$ cat src/rtl/duc_dac.sv
// Self-stimulated digital up-converter: PRBS QPSK baseband, zero-order hold, NCO mix, 3-stage pipeline.
// Define DUC_ROUND_EN to round half up before the Q15 rescale (default build truncates toward -inf).
module duc_dac #(
  parameter int PHASE_INC = 16,
  parameter int INTERP    = 16,
  parameter int BB_AMP    = 16384,
  parameter int DATA_W    = 16,
  parameter int COEF_W    = 16
) (
  input  logic                     clk_in,
  input  logic                     rst,
  input  logic                     clk_enable,
  input  logic                     ValidIn,
  output logic                     ce_out,
  output logic signed [DATA_W-1:0] Out1_re_out,
  output logic signed [DATA_W-1:0] Out1_im_out,
  output logic                     Out2
);

  localparam int PROD_W = DATA_W + COEF_W;
  localparam int SUM_W  = PROD_W + 1;
  localparam int CNT_W  = (INTERP > 1) ? $clog2(INTERP) : 1;
  localparam logic [CNT_W-1:0] CNT_LAST = CNT_W'(INTERP - 1);
  localparam logic [7:0] PINC = 8'(PHASE_INC);
  localparam logic signed [DATA_W-1:0] AMP_P = DATA_W'(BB_AMP);
  localparam logic signed [DATA_W-1:0] AMP_N = DATA_W'(-BB_AMP);
  localparam logic signed [SUM_W-1:0]  SAT_MAX = SUM_W'((1 <<< (DATA_W - 1)) - 1);
  localparam logic signed [SUM_W-1:0]  SAT_MIN = -SAT_MAX - 1;
`ifdef DUC_ROUND_EN
  localparam logic signed [SUM_W-1:0]  HALF_LSB = SUM_W'(16384);
`endif

  // First quadrant of round(32767*sin(2*pi*k/256)), k = 0..64
  localparam logic signed [COEF_W-1:0] QTR [65] = '{
    16'd0,     16'd804,   16'd1608,  16'd2410,  16'd3212,  16'd4011,  16'd4808,  16'd5602,
    16'd6393,  16'd7179,  16'd7962,  16'd8739,  16'd9512,  16'd10278, 16'd11039, 16'd11793,
    16'd12539, 16'd13279, 16'd14010, 16'd14732, 16'd15446, 16'd16151, 16'd16846, 16'd17530,
    16'd18204, 16'd18868, 16'd19519, 16'd20159, 16'd20787, 16'd21403, 16'd22005, 16'd22594,
    16'd23170, 16'd23731, 16'd24279, 16'd24811, 16'd25329, 16'd25832, 16'd26319, 16'd26790,
    16'd27245, 16'd27683, 16'd28105, 16'd28510, 16'd28898, 16'd29268, 16'd29621, 16'd29956,
    16'd30273, 16'd30571, 16'd30852, 16'd31113, 16'd31356, 16'd31580, 16'd31785, 16'd31971,
    16'd32137, 16'd32285, 16'd32412, 16'd32521, 16'd32609, 16'd32678, 16'd32728, 16'd32757,
    16'd32767
  };

  function automatic logic signed [COEF_W-1:0] sin_lut(input logic [7:0] k);
    logic [6:0]               idx;
    logic signed [COEF_W-1:0] mag;
    idx = k[6] ? (7'd64 - {1'b0, k[5:0]}) : {1'b0, k[5:0]};
    mag = QTR[idx];
    return k[7] ? -mag : mag;
  endfunction

  function automatic logic [6:0] lfsr_step(input logic [6:0] l);
    return {l[5:0], l[6] ^ l[5]};
  endfunction

  function automatic logic signed [SUM_W-1:0] scale_q15(input logic signed [SUM_W-1:0] s);
`ifdef DUC_ROUND_EN
    return (s + HALF_LSB) >>> 15;
`else
    return s >>> 15;
`endif
  endfunction

  function automatic logic signed [DATA_W-1:0] sat_q15(input logic signed [SUM_W-1:0] v);
    if (v > SAT_MAX)      return SAT_MAX[DATA_W-1:0];
    else if (v < SAT_MIN) return SAT_MIN[DATA_W-1:0];
    else                  return v[DATA_W-1:0];
  endfunction

  logic                     accept;
  logic [7:0]               phase;
  logic [6:0]               lfsr;
  logic [CNT_W-1:0]         hold_cnt;

  logic                     vld_p0, vld_p1, vld_p2;
  logic signed [COEF_W-1:0] cos_p0, sin_p0;
  logic signed [DATA_W-1:0] i_p0, q_p0;
  logic signed [PROD_W-1:0] ic_p1, qs_p1, is_p1, qc_p1;
  logic signed [SUM_W-1:0]  sum_re, sum_im;
  logic signed [DATA_W-1:0] re_p2, im_p2;

  assign accept = clk_enable & ValidIn;
  assign ce_out = clk_enable;

  // Only accepted samples advance the NCO and the symbol source, so gaps never skip a sample.
  always_ff @(posedge clk_in or posedge rst) begin
    if (rst) begin
      phase    <= '0;
      lfsr     <= 7'h7F;
      hold_cnt <= '0;
    end else if (accept) begin
      phase <= phase + PINC;
      if (hold_cnt == CNT_LAST) begin
        hold_cnt <= '0;
        lfsr     <= lfsr_step(lfsr_step(lfsr));
      end else begin
        hold_cnt <= hold_cnt + 1'b1;
      end
    end
  end

  // S1: carrier lookup and symbol mapping
  always_ff @(posedge clk_in or posedge rst) begin
    if (rst) begin
      vld_p0 <= 1'b0;
      cos_p0 <= '0;
      sin_p0 <= '0;
      i_p0   <= '0;
      q_p0   <= '0;
    end else if (clk_enable) begin
      vld_p0 <= ValidIn;
      cos_p0 <= sin_lut(phase + 8'd64);
      sin_p0 <= sin_lut(phase);
      i_p0   <= lfsr[6] ? AMP_N : AMP_P;
      q_p0   <= lfsr[5] ? AMP_N : AMP_P;
    end
  end

  // S2: full-precision products
  always_ff @(posedge clk_in or posedge rst) begin
    if (rst) begin
      vld_p1 <= 1'b0;
      ic_p1  <= '0;
      qs_p1  <= '0;
      is_p1  <= '0;
      qc_p1  <= '0;
    end else if (clk_enable) begin
      vld_p1 <= vld_p0;
      ic_p1  <= i_p0 * cos_p0;
      qs_p1  <= q_p0 * sin_p0;
      is_p1  <= i_p0 * sin_p0;
      qc_p1  <= q_p0 * cos_p0;
    end
  end

  always_comb begin
    sum_re = {ic_p1[PROD_W-1], ic_p1} - {qs_p1[PROD_W-1], qs_p1};
    sum_im = {is_p1[PROD_W-1], is_p1} + {qc_p1[PROD_W-1], qc_p1};
  end

  // S3: rescale to Q1.15, saturate, zero the data when not valid
  always_ff @(posedge clk_in or posedge rst) begin
    if (rst) begin
      vld_p2 <= 1'b0;
      re_p2  <= '0;
      im_p2  <= '0;
    end else if (clk_enable) begin
      vld_p2 <= vld_p1;
      re_p2  <= vld_p1 ? sat_q15(scale_q15(sum_re)) : '0;
      im_p2  <= vld_p1 ? sat_q15(scale_q15(sum_im)) : '0;
    end
  end

  assign Out1_re_out = re_p2;
  assign Out1_im_out = im_p2;
  assign Out2        = vld_p2;

endmodule

$ cat config.mk
export PLATFORM = sky130hd
export DESIGN_NAME = duc_dac
export DESIGN_NICKNAME = d
export VERILOG_FILES = /design/src/rtl/duc_dac.sv
export SDC_FILE = /design/constraint.sdc
export NUM_CORES = 1
export LEC_CHECK = 0
export CAP_MARGIN = 10
export CORE_UTILIZATION = 56
export CTS_CLUSTER_DIAMETER = 100
export DETAILED_ROUTE_END_ITERATION = 8
export GPL_TIMING_DRIVEN = 1
export PLACE_DENSITY = 0.72
export SLEW_MARGIN = 25
export SYNTH_ARGS = -nofsm -noshare
export SYNTH_HDL_FRONTEND = slang
export SYNTH_SLANG_ARGS = --single-unit
$ cat constraint.sdc
create_clock -name clk_in -period 15.45 [get_ports clk_in]
set_input_delay 3.09 -clock clk_in [delete_from_list [all_inputs] [get_ports clk_in]]
set_output_delay 3.09 -clock clk_in [all_outputs]
set_load 0.05 [all_outputs]
==> out/metrics.cfg <==
[status]
status=finished, final reports clean

[final_layout]
finalCoreUtilization=0.608
nFillCells=3284
diodes=0
postLayoutCellArea_mm2=0.0236
drive_gt1_frac=0.0635
fin_nets=2895
final_cells=2864
syn_to_final_growth_pct=6.95

[grt]
antenna_found_initial=1
grt_pass1_vias=16300
grt_usage=0.241
grt_first_pass_wirelength_um=79200
overflow=0
grt_max_degree=86

[floorplanning]
rows=72
start_util=0.568
chipHeight_um=200
dieArea_mm2=0.0401
io_pins=38
die_x_um=200
core-area_mm2=0.0387

[power_and_ir_drop]
power.internal_mw=2.56
seqPwrFrac=0.145
swShare=0.512
switching_power_mw=2.69
p_clk_frac=0.093
irDropWorstVdd_mv=0.144
p_comb_frac=0.761
p_leak_nw=11.8
powerDensity_mw_per_mm2=223

[worst_setup_path]
arrival_ns=4.48
worst_setup_path_end_kind=output pin
cp_max_fo=50
slowest_delay_ns=0.92
r2r_slack_ns=8.73
path_buf_inv=2
critical_path.slowest_cell=clkdlybuf4s50_1
reg2reg_to=ic_p1[30]
reg2regPathDepth=17
critical_path_class=in2out
crit_family=buffers and inverters
worstPathRequired_ns=12.36
crit_path_start_kind=primary input
r2r-start=i_p0[15]
cp_cell_sequence=buf_4 -> clkdlybuf4s50_1
cp_num_cells=2

[synthesis]
synth-main-ff-cell=dfrtp_1
synth_area_mm2=0.0220
synth_top_area_share=0.266
yosys_warnings=0
synth.top_cells.by_area=fa_1, dfrtp_1, ha_1
synth_seq_area_share=0.172
async_flop_share=1.00
synth.most_common_cell=inv_1
ys_seq_elements=151
syn-instance-count=2326
synth_nets=2888
yosys.area.top_type=fa_1
syn_area_per_cell_um2=9.47
yosys-top-cells-count=inv_1, fa_1, ha_1, dfrtp_1, nand2_1
yosys.cell_types.count=83
synth_edf_count=0

[detailed_routing]
drt_first_iter_violations=774
avgViaCountPerCell=5.34
wire_per_inst_um=15.8
finalWirelength_um=45400
vias=15300
drc=0
drtPass1Iterations=6
antenna_left=0

[placed_design]
hpwl_um=37300
portBuffers=37
place_inst=2832
place_area_mm2=0.0229
globalplace.congestion=0.910
pre_cts_slack_ns=7.85

[timing]
max_freq_mhz=132
slew-limit-headroom=0.349
period_share=0.490
rsz0062_at_grt=false
tns_ns=0
layout_setup_ws_ns=7.88
final-hold-violation-count=0
finalClockSkew_ns=0.0126
worst_pin_slew_ns=0.973
slew_viol_final=0
finalSetupViolations=0
final.min_clock_period_ns=7.57

[clock_network]
insertion_delay_ns=0.44
cts-root-buf=clkbuf_16
cts_buffers=17
hold_buffers=0
clk_pin_slew_ns=0.06
cts_tree=done
postCtsSetupBuffers=0
clock-sinks=151
clockBufferDepth=2
cts.repair.resized=0
ctsHtreeMaxLevel=4

[min_path]
holdCritStartpoint=vld_p0
holdPathEnd=vld_p0
whs_path_depth=1
hold_class=reg2reg

[flow_run]
max_cap_violations=0

## worst max path at each step
stage	end	slack (ns)	from
final	ce_out	7.88	clk_enable
after global routing	ce_out	7.80	clk_enable
after CTS	ce_out	7.85	clk_enable
after detailed placement	ce_out	7.85	clk_enable
after global placement	ce_out	7.86	clk_enable
after floorplan	Out1_im_out[0]	8.31	rst
## flip-flops by register name, summed over array words and instances (netlist names)
signal,flops
i_p0,2
is_p1,17
Out2,1
qs_p1,18
hold_cnt,4
cos_p0,14
phase,4
q_p0,1
Out1_im_out,16
qc_p1,17
ic_p1,18
sin_p0,14
lfsr,7
vld_p1,1
Out1_re_out,16
vld_p0,1
## kinds of logic (layout without fill, tap and decap cells)
| family | Yosys count | after routing | synth area share |
|---|---|---|---|
| buf+inv | 630 | 650 | 0.109 |
| fa+ha+maj | 567 | 567 | 0.421 |
| simple gates | 431 | 431 | 0.0972 |
| compound gates | 350 | 350 | 0.117 |
| flops | 151 | 151 | 0.172 |
| xor+xnor | 147 | 147 | 0.0585 |
| mux | 50 | 50 | 0.0253 |
## worst register-to-register path, delay by kind of cell (launching register included)
kind / cells / cell delay [ns]
AOI/OAI and AO/OA: 3 / 0.66
DFF: 1 / 0.95
adders and majority gates: 6 / 3.11
and+or+nand+nor: 3 / 0.86
xor gates and xnor gates: 2 / 0.72
buffers and inverters: 3 / 0.32
## power by group through the flow
stage	combinational, mW	clock [mW]	sequential (mW)
after floorplan	3.05	0	0.818
after global placement	3.88	0	0.761
after detailed placement	3.98	0	0.768
after CTS	4.03	0.497	0.763
after global routing	4.54	0.515	0.786
final	4.00	0.491	0.764
## cell usage in the layout, fill, tap and decap left out, types with 57 or more instances in the layout
cell type  count
fa_1         293
ha_1         265
nand2_1      144
dfrtp_1      144
o21ai_0       68
and2_1        57
nor2_1        83
inv_1        569
xnor2_1      115
a21oi_1       84
## through the flow
step | hold slack, ns | power (mW)
final | 0.476 | 5.25
after global routing | 0.507 | 5.84
after CTS | 0.482 | 5.29
after detailed placement | 0.469 | 4.75
after global placement | 0.464 | 4.64
after floorplan | 0.446 | 3.87
## layer usage
| metal | GRT usage | vias up | part of all wire |
|---|---|---|---|
| li1 | - | 7473 | - |
| met1 | 0.317 | 7506 | 0.45 |
| met2 | 0.423 | 247 | 0.50 |
| met3 | 0.0309 | 60 | 0.029 |
| met4 | 0.0567 | 2 | 0.018 |
| met5 | 0 | - | 0.00029 |
## layout make-up
cell class / instances / area, um^2 / share of cell area
inverters: 571 / 2150 / 0.0912
clock inverters: 13 / 240 / 0.0102
clock buffers: 19 / 443 / 0.0188
well taps: 518 / 648 / 0.0275
repair buffers: 47 / 447 / 0.0190
flip-flops and latches: 151 / 3790 / 0.161
multi-input cells: 1545 / 15800 / 0.672
Note: power is estimated with default switching activity, not from simulation.
